### src/rtl/react_toggle_monitor.sv
// react_toggle_monitor: checks a device bit stream alternates on every active sample, locks, counts toggles and faults
module react_toggle_monitor #(
  parameter int LOCK_LEN = 4,
  parameter int MAX_ERR  = 3,
  parameter int CNT_W    = 8,
  parameter int ERR_W    = 4
) (
  input  logic             clk,
  input  logic             rst,
  input  logic             toggle_in,
  input  logic             cont_in,
  input  logic             clear_in,
  output logic             locked,
  output logic             fault,
  output logic             err_pulse,
  output logic [ERR_W-1:0] err_cnt,
  output logic [CNT_W-1:0] toggle_cnt
);
  localparam int RW = $clog2(LOCK_LEN + 1);
  localparam logic [1:0] S_IDLE   = 2'd0;
  localparam logic [1:0] S_SYNC   = 2'd1;
  localparam logic [1:0] S_LOCKED = 2'd2;
  localparam logic [1:0] S_FAULT  = 2'd3;
  localparam logic [RW:0] LOCK_V  = (RW + 1)'(LOCK_LEN);
  // MAX_ERR above the saturated err_cnt is a config error: threshold becomes unreachable
  localparam logic [ERR_W:0] MAX_E = (MAX_ERR > 2 ** ERR_W - 1) ? {(ERR_W + 1){1'b1}} : (ERR_W + 1)'(MAX_ERR);
  logic [1:0]       state;
  logic             prev_bit;
  logic [RW-1:0]    run;
  logic [RW:0]      run_nx;
  logic [ERR_W-1:0] err_inc;
  logic             good;
  logic             err_hit;
  always_comb begin
    good    = toggle_in != prev_bit;
    run_nx  = {1'b0, run} + 1'b1;
    err_inc = &err_cnt ? err_cnt : err_cnt + 1'b1;
    err_hit = {1'b0, err_inc} >= MAX_E;
  end
  assign locked = state == S_LOCKED;
  assign fault  = state == S_FAULT;
  always_ff @(posedge clk or posedge rst) begin
    if (rst) begin
      state      <= S_IDLE;
      prev_bit   <= 1'b0;
      run        <= '0;
      err_pulse  <= 1'b0;
      err_cnt    <= '0;
      toggle_cnt <= '0;
    end else if (clear_in) begin
      state      <= S_IDLE;
      run        <= '0;
      err_pulse  <= 1'b0;
      err_cnt    <= '0;
      toggle_cnt <= '0;
    end else begin
      err_pulse <= 1'b0;
      if (cont_in) begin
        prev_bit <= toggle_in;
        case (state)
          S_IDLE: begin
            state <= S_SYNC;
            run   <= '0;
          end
          S_SYNC: begin
            run   <= (good && run_nx != LOCK_V) ? run_nx[RW-1:0] : '0;
            state <= (good && run_nx == LOCK_V) ? S_LOCKED : S_SYNC;
          end
          S_LOCKED: begin
            if (good) toggle_cnt <= toggle_cnt + 1'b1;
            else begin
              err_pulse <= 1'b1;
              err_cnt   <= err_inc;
              run       <= '0;
              state     <= err_hit ? S_FAULT : S_SYNC;
            end
          end
          default: state <= S_FAULT;
        endcase
      end
    end
  end
endmodule
### config.mk
export PLATFORM = sky130hd
export DESIGN_NAME = react_toggle_monitor
export DESIGN_NICKNAME = d
export VERILOG_FILES = /design/src/rtl/react_toggle_monitor.sv
export SDC_FILE = /design/constraint.sdc
export NUM_CORES = 1
export LEC_CHECK = 0
export CAP_MARGIN = 25
export CORE_MARGIN = 2
export CORE_UTILIZATION = 53
export DETAILED_ROUTE_END_ITERATION = 10
export HOLD_SLACK_MARGIN = 0.12
export PLACE_DENSITY = 0.78
export SETUP_SLACK_MARGIN = 0.1
export SLEW_MARGIN = 20
export SYNTH_ARGS = -nofsm -noshare
export SYNTH_HDL_FRONTEND = slang
export SYNTH_SLANG_ARGS = --single-unit
### constraint.sdc
create_clock -name clk -period 3.6 [get_ports clk]
set_clock_uncertainty 0.05 [all_clocks]
set_input_delay 1.08 -clock clk [delete_from_list [all_inputs] [get_ports clk]]
set_output_delay 1.08 -clock clk [all_outputs]
set_load 0.03 [all_outputs]
### Word level (Yosys, flattened, before mapping)

Cells that the tools add are included.

| word-level totals | value |
|---|---|
| word-level logic and storage cells | 56 |
| register bits | 19 |
| output and inout port bits | 15 |
| input bits | 5 |

| cells by class | value |
|---|---|
| multiplexer cells | 24 |
| bitwise logic cells | 1 |
| equal/unequal tests | 8 |
| order comparisons | 1 |
| add/sub/neg operators | 3 |
| reduce and logical (&&, ||, !) cells | 13 |

Operator list:

| kind | number |
|---|---|
| $mux 8 | 4 |
| $mux 4 | 5 |
| $mux 3 | 4 |
| $mux 2 | 5 |
| $pmux 3 s3 | 1 |
| $reduce_and 3->1 | 3 |
| $add 8x1->8 const B | 1 |
| $pmux 2 s3 | 1 |
| $reduce_bool 2->1 | 3 |
| $add 3x1->4 const B | 1 |
| $add 4x1->4 const B | 1 |
| $eq 2x2->1 const B | 2 |
| $eq 4x3->1 const B | 1 |
| $ge 4x2->1 const B | 1 |
| $mux 1 | 4 |
| $ne 4x3->1 const B | 1 |
| $reduce_and 2->1 | 2 |
| $reduce_and 4->1 | 1 |
| $reduce_bool 4->1 | 1 |
| $ne 3x3->1 const B | 1 |
| $eq 2x1->1 const B | 1 |
| $logic_and 1x1->1 | 2 |
| $logic_not 2->1 | 1 |
| $ne 2x2->1 const B | 1 |
| 2 further kinds | 2 |

### Logic depth before layout (Yosys ltp)

Gate-level depths: netlist of run 1.

| logic depth | value |
|---|---|
| depth in word-level cells | 8 |
| mapped depth | 5 |
| gate-level depth less buffers | 5 |

### Worst setup path after synthesis of run 1

No wires, ideal clock.

| path | value |
|---|---|
| path type | register to output |
| from | register state[1] |
| to | output port locked |
| cell stages (with the launch flop) | 3 |
| slack | 1.348 ns |
| buffers on the path | 1 |
| arrival | 1.122 ns |
| required time | 2.470 ns |
| cells stage by stage | dfrtp_1 clkbuf_1 nor2b_1 |

| between the ends | value |
|---|---|
| longest elaborated chain between the ends | 1 |

RTL lines:

| what | line | text |
|---|---|---|
| start, declared | 27 | `logic [1:0] state;` |
| start signal, assigned | 67 | `state <= (good && run_nx == LOCK_V) ? S_LOCKED : S_SYNC;` |
| start signal, assigned | 75 | `state <= err_hit ? S_FAULT : S_SYNC;` |
| $eq 2x2->1 | 40 | `assign locked = state == S_LOCKED;` |
| end, declared | 13 | `output logic locked,` |

Every way passes these cells.

### Final worst setup path of run 1

Ends and elaborated chain as after synthesis.

==> out/summary.txt, run 1 <==
run status: finished clean
Non-Filler Instances: 149
Worst EP arrival: 1.72 ns
count of final hold-check violations: 0
WP buf/inv: 1
LEAKAGE: 0.528 nW
CP delay by family, top: buffers and inverters
Placer Congestion: 0.821
Die Y-Extent: 47.7 um
Fill cells: 152
WL final: 1980 um
Synth top area share: 47.0%
Mean Syn Cell Area: 9.73 um2
1st-pass router iterations: 4
die width: 47.7 um
Worst VDD drop: 0.000312 V
crit path max fanout: 14
Place WS: 0.681 ns
WL/cell: 13.3 um
Critical Path RT: 2.47 ns
crit path cell chain: nor2b_1 > clkdlybuf4s50_1
post-route ant nets: 0
Antenna Cells: 0
Yosys top cell by area: dfrtp_1
RSZ-0062 raised after global routing: false
CP startpoint kind: flop
Root Buffer: clkbuf_4
post-route minimum period: 2.85 ns
Detailed Place HPWL: 1450 um
Vias/cell: 5.44
power share of the clock group: 29.4%
worst min path class: reg -> reg
pwr/cell area: 294 nW/um2
Syn Nets: 112
worst skew pair latency: 0.29 ns
post-synthesis cell type count: 30
Logic pwr share: 10.4%
MaxCap Viol Count: 0
clk sinks: 19
Initial Utilization: 57.4%
layout cells sized above 1: 6.45%
share of power burned in registers: 60.2%
Post-Place Cells: 145
Setup TNS: 0 ns
Site Rows: 15
I/O pins: 20
sw power: 0.0000937 W
max incr delay on CP: 0.67 ns
crit end category: output port
CP max-delay cell: clkdlybuf4s50_1
synth top area cells: dfrtp_1 (47%), nor2_1 (5.9%), xnor2_1 (4.3%)
register clock-pin slew on the reported worst setup and hold paths: 0.10 ns
final setup margin: 0.748 ns
Port Buf Inserts: 19
CTS Buf Count: 3
Netlist Area Pre-Place: 1010 um2
FF/Latch Area: 475 um2
die area: 2280 um2
Iteration-0 DRC Markers: 11
TritonCTS clock tree: yes
crit path kind: reg -> out
vias in the first global route: 701
Yosys reg bits: 19
internal power: 0.000274 W
Hold Buf Count CTS: 0
Post-CTS Setup Repair Bufs: 0
CTS max path bufs: 2
Rel. slew slack: 51.9%
PostCTS Resize Cnt: 0
fin nets: 133
Switching Fraction: 25.5%
cells after synthesis: 104
Layout Area Growth over Synthesis: 23.4%
grt total ovfl: 0
GRT Overall Usage: 20.4%
area of the multi-input gates: 510 um2
Synth Warn #: 0
Area after DPL: 1220 um2
sequential area share after synthesis: 47.0%
residual DRC count: 0
fin area: 1250 um2
Core Area: 1760 um2
first-pass GRT wire length: 3200 um
htree depth: 1
max-slew violations: 0
antenna violations before repair: 0
final worst-path cycle share: 79.2%
setup violators final: 0
Fmax: 0.351 GHz
via count: 811
pin count of the biggest net entering global routing: 20
Worst Tran Pin Value: 0.721 ns
sequential cells by signal (all words and copies together), names as in the netlist:
| register | cells |
|---|---|
| err_pulse | 1 |
| prev_bit | 1 |
| state | 2 |
| run | 3 |
| toggle_cnt | 8 |
| err_cnt | 4 |
synth_stat cells (all sizes together):
master / count
nor2: 16
o21ai: 1
o22ai: 1
nor3b: 1
nand2b: 2
xnor2: 6
and2: 1
nor3: 4
clkbuf: 3
xor2: 4
nand4b: 1
nand4: 6
a311oi: 1
dfrtp: 19
and3: 1
nand2: 7
mux2i: 3
a211oi: 1
nand3: 2
mux2: 3
nor2b: 4
a21boi: 1
inv: 4
ha: 3
nor4: 4
o21a: 1
a21oi: 3
nand3b: 1
cells in the final DEF, fill, tap and decap left out:
master	instances
dfrtp_1	19
clkdlybuf4s50_1	19
nor2_1	16
nand2_1	7
nand4_1	6
xnor2_1	5
nor2b_1	4
xor2_1	4
inv_1	4
nor3_1	4
nor4_1	4
mux2i_1	3
mux2_2	3
ha_1	3
clkbuf_4	3
nand2b_1	2
a21oi_1	2
nand3_1	2
xnor2_2	1
a311oi_1	1
a211oi_1	1
nand4b_1	1
nand3b_1	1
o21ai_1	1
a21oi_2	1
o21a_1	1
and2_1	1
nor3b_1	1
o22ai_1	1
a21boi_0	1
and3_1	1
clkbuf_1	1
metrics by stage:
step           hold WS (ns)  util [%]  power [W]
3_3_place_gp          0.413      69.3   0.000262
6_report              0.450      70.8   0.000367
4_1_cts               0.451      70.8   0.000369
2_1_floorplan         0.399         -   0.000251
3_5_place_dp          0.426      69.3   0.000264
5_1_grt               0.470      70.8   0.000383
cell families after synthesis:
family,count (synthesis),share of synthesized area (%)
AND/OR/NAND/NOR,50,25.0
flip-flops,19,47.0
XOR/XNOR,10,9.39
AO/OA/AOI/OAI,9,6.06
buffers and inverters,7,2.60
multiplexers,6,6.30
adder cells (fa/ha/maj),3,3.71
per-layer routing:
| layer | track usage [%] | routed length (um) |
|---|---|---|
| met1 | 27.4 | 895 |
| met2 | 33.1 | 977 |
| met3 | 3.02 | 79 |
| met4 | 8.11 | 23 |
| met5 | 0 | 0 |
power groups by stage:
stage | Sequential [W] | Clock (W) | Combinational [W]
6_report | 0.000221 | 0.000108 | 0.0000382
5_1_grt | 0.000222 | 0.000119 | 0.0000428
4_1_cts | 0.000221 | 0.000110 | 0.0000385
3_5_place_dp | 0.000225 | 0 | 0.0000384
3_3_place_gp | 0.000225 | 0 | 0.0000369
2_1_floorplan | 0.000224 | 0 | 0.0000266
path summary, 6_finish.rpt:
kind	startpoint	end	slack, ns	depth (start not counted)
min in group asynchronous	rst	run[0]	1.14	2
min reg2reg	run[2]	run[2]	0.45	1
max in group asynchronous	rst	err_pulse	1.90	2
max	state[1]	locked	0.75	2
max reg2reg	prev_bit	run[1]	1.89	4
min	run[2]	run[2]	0.45	1
final cells by class:
type	count	area share, %
Sequential cell	19	38.1
Clock buffer	4	2.10
Inverter	4	1.20
Multi-Input combinational cell	78	40.9
Tap cell	25	2.51
Timing Repair Buffer	19	15.2
Power figures use the tool's default switching activity.
==> run 2, diff against run 1 <==
Settings changed: CORE_UTILIZATION 53 to 45, PLACE_DENSITY 0.78 to 0.7.
Clock period 3.6 ns to 2.3 ns, I/O delays scaled along.
==> out/summary.txt, run 2 (same netlist as run 1, synthesis figures left out) <==
internal power: 0.000437 W (+60%)
Detailed Place HPWL: 1490 um (+3.1%)
Hold Slack: 0.451 ns (+0.000877 ns)
Rel. slew slack: 69.0% (+17 points)
crit path max fanout: 4 (-10)
Initial Utilization: 46.7% (-11 points)
RSZ-0062 raised after global routing: false
GRT Overall Usage: 18.7% (-1.7 points)
WL/cell: 13.2 um (-0.55%)
Site Rows: 17 (+2)
Area after DPL: 1280 um2 (+4.6%)
count of final hold-check violations: 0 (unchanged)
Hold Buf Count CTS: 0 (unchanged)
Port Buf Inserts: 19 (unchanged)
commonest non-fill, non-tap cell in the layout: dfrtp_1
pwr/cell area: 449 nW/um2 (+53%)
residual DRC count: 0 (unchanged)
max-slew violations: 0 (unchanged)
Worst EP arrival: 1.39 ns (-0.33 ns)
Setup TNS: 0 ns (unchanged)
layout cells sized above 1: 11.5% (+5.0 points)
htree depth: 1 (unchanged)
biggest regs: toggle_cnt (8), err_cnt (4), run (3)
MaxCap Viol Count: 0 (unchanged)
setup violators final: 0 (unchanged)
final worst-path cycle share: 92.8%
Iteration-0 DRC Markers: 5 (-6)
Fmax: 0.469 GHz
max FFs per register: 8 (unchanged)
post-route ant nets: 0 (unchanged)
Antenna Cells: 0 (unchanged)
die width: 51.4 um (+7.8%)
FF/Latch Area: 475 um2 (unchanged)
antenna violations before repair: 0 (unchanged)
share of power burned in registers: 58.8% (-1.4 points)
WP buf/inv: 1 (unchanged)
run status: finished clean
vias in the first global route: 864 (+23%)
worst min path class: reg -> reg
fin area: 1310 um2 (+5.1%)
crit end category: output port
post-route minimum period: 2.13 ns
CP max-delay cell: clkdlybuf4s50_1
Fill cells: 205 (+35%)
crit path cell chain: clkdlybuf4s50_1
grt total ovfl: 0 (unchanged)
Worst Tran Pin Value: 0.462 ns (-0.259 ns)
Placer Congestion: 0.812 (-1.2%)
Vias/cell: 5.30 (-2.6%)
worst reg2reg startpoint: state[0]
most frequent cells in the layout: dfrtp_1 (19), nor2_1 (16), clkdlybuf4s50_1 (10), nand2_1 (7), buf_4 (7)
CP startpoint kind: flop
Core Area: 2170 um2 (+23%)
TritonCTS clock tree: yes
Layout Area Growth over Synthesis: 29.7%
Top reg by flops: toggle_cnt
CP delay by family, top: buffers and inverters
area of the multi-input gates: 510 um2 (unchanged)
Worst VDD drop: 0.000265 V (-15%)
sw power: 0.000152 W (+63%)
die area: 2640 um2 (+16%)
via count: 843 (+3.9%)
Logic pwr share: 11.9% (+1.5 points)
register clock-pin slew on the reported worst setup and hold paths: 0.11 ns (about the same)
fin nets: 140 (+5.3%)
CTS Buf Count: 3 (unchanged)
Critical Path RT: 1.56 ns (-0.91 ns)
pin count of the biggest net entering global routing: 20 (unchanged)
Root Buffer: clkbuf_4
Die Y-Extent: 51.4 um (+7.8%)
WL final: 2100 um (+6.1%)
1st-pass router iterations: 4 (unchanged)
CP Launch Point: toggle_cnt[5]
power share of the clock group: 29.3% (about the same)
CTS max path bufs: 2 (unchanged)
hold wc startpoint: run[2]
crit path kind: reg -> out
Switching Fraction: 25.8% (+0.33 points)
worst skew pair latency: 0.29 ns (about the same)
first-pass GRT wire length: 3750 um (+17%)
max incr delay on CP: 0.69 ns (+0.02 ns)
LEAKAGE: 0.675 nW (+28%)
clk sinks: 19 (unchanged)
I/O pins: 20 (unchanged)
## run 2: per-layer routing
metal	track usage (%)	vias up	wire length (um)
met2	31.2	16	1020
met3	2.92	2	85
met1	24.5	407	976
li1	-	418	-
met4	6.58	0	17
met5	0	-	0
## run 2: what timing repair did
item | CTS | global route
setup buffers | 0 | 0
gates resized for setup | 4 | 5
setup endpoints to repair | 4 | 5
pin swaps | 0 | 0
hold endpoints to repair | 0 | 0
## run 2: final timing paths
kind                                 end  slack (ns)  cells after the start
max                        toggle_cnt[5]        0.17                      1
min                               run[2]        0.45                      1
max reg2reg                toggle_cnt[4]        0.73                      5
min reg2reg                       run[2]        0.45                      1
max in group asynchronous     err_cnt[0]        1.35                      3
min in group asynchronous       prev_bit        0.65                      3
## run 2: area by class of cell
cell class / instances / share of cell area [%]
multi-input cells: 78 / 38.9
flip-flops and latches: 19 / 36.2
repair buffers: 26 / 19.1
well taps: 28 / 2.67
clock buffers: 4 / 2.00
inverters: 4 / 1.14
## run 2: power groups by stage
stage          combinational [W]  sequential, W  clock, W
3_3_place_gp           0.0000690       0.000352         0
3_5_place_dp           0.0000707       0.000353         0
2_1_floorplan          0.0000417       0.000351         0
6_report               0.0000699       0.000347  0.000173
5_1_grt                0.0000784       0.000347  0.000189
4_1_cts                0.0000709       0.000346  0.000176
## run 2: through the flow
| stage | util [%] | total power (W) | instances | worst slack (ns) |
|---|---|---|---|---|
| global route | 60.5 | 0.000615 | 159 | 0.119 |
| global placement | 58.9 | 0.000421 | 155 | 0.0538 |
| detailed placement | 58.9 | 0.000424 | 155 | 0.0169 |
| finish | 60.5 | 0.000589 | 159 | 0.167 |
| CTS | 59.9 | 0.000593 | 159 | 0.104 |
| floorplan | - | 0.000393 | 104 | 0.438 |
==> run 3, diff against run 2 <==
==> constraint.sdc (replaced) <==
create_clock -name clk -period 2.3 [get_ports clk]
set_clock_uncertainty 0.05 [all_clocks]
set_input_delay 0.345 -clock clk [delete_from_list [all_inputs] [get_ports clk]]
set_output_delay 0.345 -clock clk [all_outputs]
set_load 0.03 [all_outputs]
==> out/summary.txt, run 3 (same netlist as run 1, synthesis figures left out) <==
R2R cell count: 4 (-1)
Initial Utilization: 46.7% (unchanged)
fin nets: 135 (-3.6%)
biggest regs: toggle_cnt (8), err_cnt (4), run (3)
commonest non-fill, non-tap cell in the layout: clkdlybuf4s50_1
Detailed Place HPWL: 1430 um (-4.2%)
post-route minimum period: 2.02 ns (-0.113 ns)
RSZ-0062 raised after global routing: false
pin count of the biggest net entering global routing: 20 (unchanged)
Vias/cell: 5.45 (+2.8%)
Antenna Cells: 0 (unchanged)
Fmax: 0.495 GHz (+5.6%)
run status: finished clean
WL final: 1920 um (-8.2%)
Worst EP arrival: 1.62 ns (+0.23 ns)
vias in the first global route: 849 (-1.7%)
GRT met1 Usage: 22.1% (-2.4 points)
htree depth: 1 (unchanged)
CTS max path bufs: 2 (unchanged)
crit path kind: reg -> out
WL/cell: 12.5 um (-5.2%)
Critical Path RT: 1.90 ns (+0.34 ns)
max-slew violations: 0 (unchanged)
MaxCap Viol Count: 0 (unchanged)
clk sinks: 19 (unchanged)
first-pass GRT wire length: 3520 um (-6.1%)
CTS Buf Count: 3 (unchanged)
pwr/cell area: 457 nW/um2 (+1.8%)
crit path max fanout: 14 (+10)
Root Buffer: clkbuf_4
antenna violations before repair: 0 (unchanged)
most frequent cells in the layout: clkdlybuf4s50_1 (19), dfrtp_1 (18), nor2_1 (16), nand2_1 (7), nand4_1 (6)
Site Rows: 17 (unchanged)
layout cells sized above 1: 8.73% (-2.7 points)
Post-CTS Setup Repair Bufs: 0 (unchanged)
CP startpoint kind: flop
I/O pins: 20 (unchanged)
Worst VDD drop: 0.000277 V (+4.7%)
die area: 2640 um2 (unchanged)
grt total ovfl: 0 (unchanged)
Core Area: 2170 um2 (unchanged)
Placer Congestion: 0.791 (-2.5%)
residual DRC count: 0 (unchanged)
FF-to-FF setup slack: 0.67 ns (-0.06 ns)
Setup TNS: 0 ns (unchanged)
Post-Place Cells: 150 (-3.2%)
Port Buf Inserts: 19 (unchanged)
setup violators final: 0 (unchanged)
LEAKAGE: 0.536 nW (-21%)
Layout Area Growth over Synthesis: 25.3%
final worst-path cycle share: 87.8% (-4.9 points)
worst reg2reg startpoint: prev_bit
met2 usage in global routing: 28.2% (-3.0 points)
crit end category: output port
Worst Setup EP: locked
via count: 839 (-0.47%)
gr busiest metal: met2
Die Y-Extent: 51.4 um (unchanged)
register clock-pin slew on the reported worst setup and hold paths: 0.10 ns (about the same)
FF-to-FF End: state[1]
worst skew pair latency: 0.30 ns (about the same)
Non-Filler Instances: 154 (-3.1%)
GR Util met3: 3.51% (+0.58 points)
max FFs per register: 8 (unchanged)
Top reg by flops: toggle_cnt
fin area: 1270 um2 (-3.3%)
count of final hold-check violations: 0 (unchanged)
Hold Slack: 0.389 ns (-0.0617 ns)
Iteration-0 DRC Markers: 7 (+2)
1st-pass router iterations: 4 (unchanged)
Area after DPL: 1240 um2 (-2.9%)
TritonCTS clock tree: yes
Worst Tran Pin Value: 0.694 ns (+0.231 ns)
GRT Overall Usage: 18.0% (-0.74 points)
Rel. slew slack: 53.7% (-15 points)
PostCTS Resize Cnt: 0 (-4)
CP Launch Point: state[1]
Hold Buf Count CTS: 0 (unchanged)
post-route ant nets: 0 (unchanged)
die width: 51.4 um (unchanged)
Fill cells: 221 (+7.8%)
worst min path class: in -> async
-- run 3: changes by cell type in the layout (fill, tap and decap cells not counted) --
| cell | change |
|---|---|
| clkdlybuf4s50_1 | +9 |
| dfrtp_1 | -1 |
| dfrtp_2 | +1 |
| dlymetal6s2s_1 | -5 |
| dlygate4sd2_1 | -4 |
| buf_4 | -5 |
-- run 3: where the power goes --
group | total [W] | leakage, nW | internal [W] | switching (W)
clock | 0.000168 | 0.0150 | 0.0000677 | 0.000101
sequential | 0.000346 | 0.260 | 0.000339 | 0.00000705
combinational | 0.0000655 | 0.261 | 0.0000270 | 0.0000386
-- run 3: per-layer routing --
metal	vias to the layer above	share of wire [%]	wire length (um)
met3	5	5.7	109
met2	26	47	899
li1	403	-	-
met4	0	2.9	55
met1	405	45	859
met5	-	0	0
-- run 3: per-stage QoR --
| step | total power [W] | worst slack [ns] | utilization, % |
|---|---|---|---|
| after floorplan | 0.000393 | 0.783 | - |
| after global routing | 0.000610 | 0.177 | 58.5 |
| after detailed placement | 0.000419 | 0.184 | 57.2 |
| final | 0.000580 | 0.280 | 58.5 |
| after global placement | 0.000417 | 0.239 | 57.2 |
| after CTS | 0.000590 | 0.167 | 58.4 |
-- run 3: worst min-delay path by stage --
| stage | start | cells after the start | slack [ns] | end |
|---|---|---|---|---|
| final | rst | 2 | 0.39 | prev_bit |
| after global routing | rst | 2 | 0.47 | toggle_cnt[7] |
| after CTS | rst | 2 | 0.41 | toggle_cnt[0] |
| after floorplan | rst | 1 | 0.25 | err_cnt[0] |
| after global placement | run[2] | 1 | 0.41 | run[2] |
| after detailed placement | run[2] | 1 | 0.42 | run[2] |
-- run 3: cell type report --
cell class | count | area (um2) | share of cell area, %
clock buffers | 4 | 26.3 | 2.07
flip-flops and latches | 19 | 477 | 37.6
repair buffers | 21 | 205 | 16.2
inverters | 4 | 15.0 | 1.18
multi-input cells | 78 | 510 | 40.2
well taps | 28 | 35.0 | 2.76
-- run 3: worst max-delay path, cell delays in order (launching register included) --
cell and delay (ns):
dfrtp_2 0.50, nor2b_1 0.15, clkdlybuf4s50_1 0.67
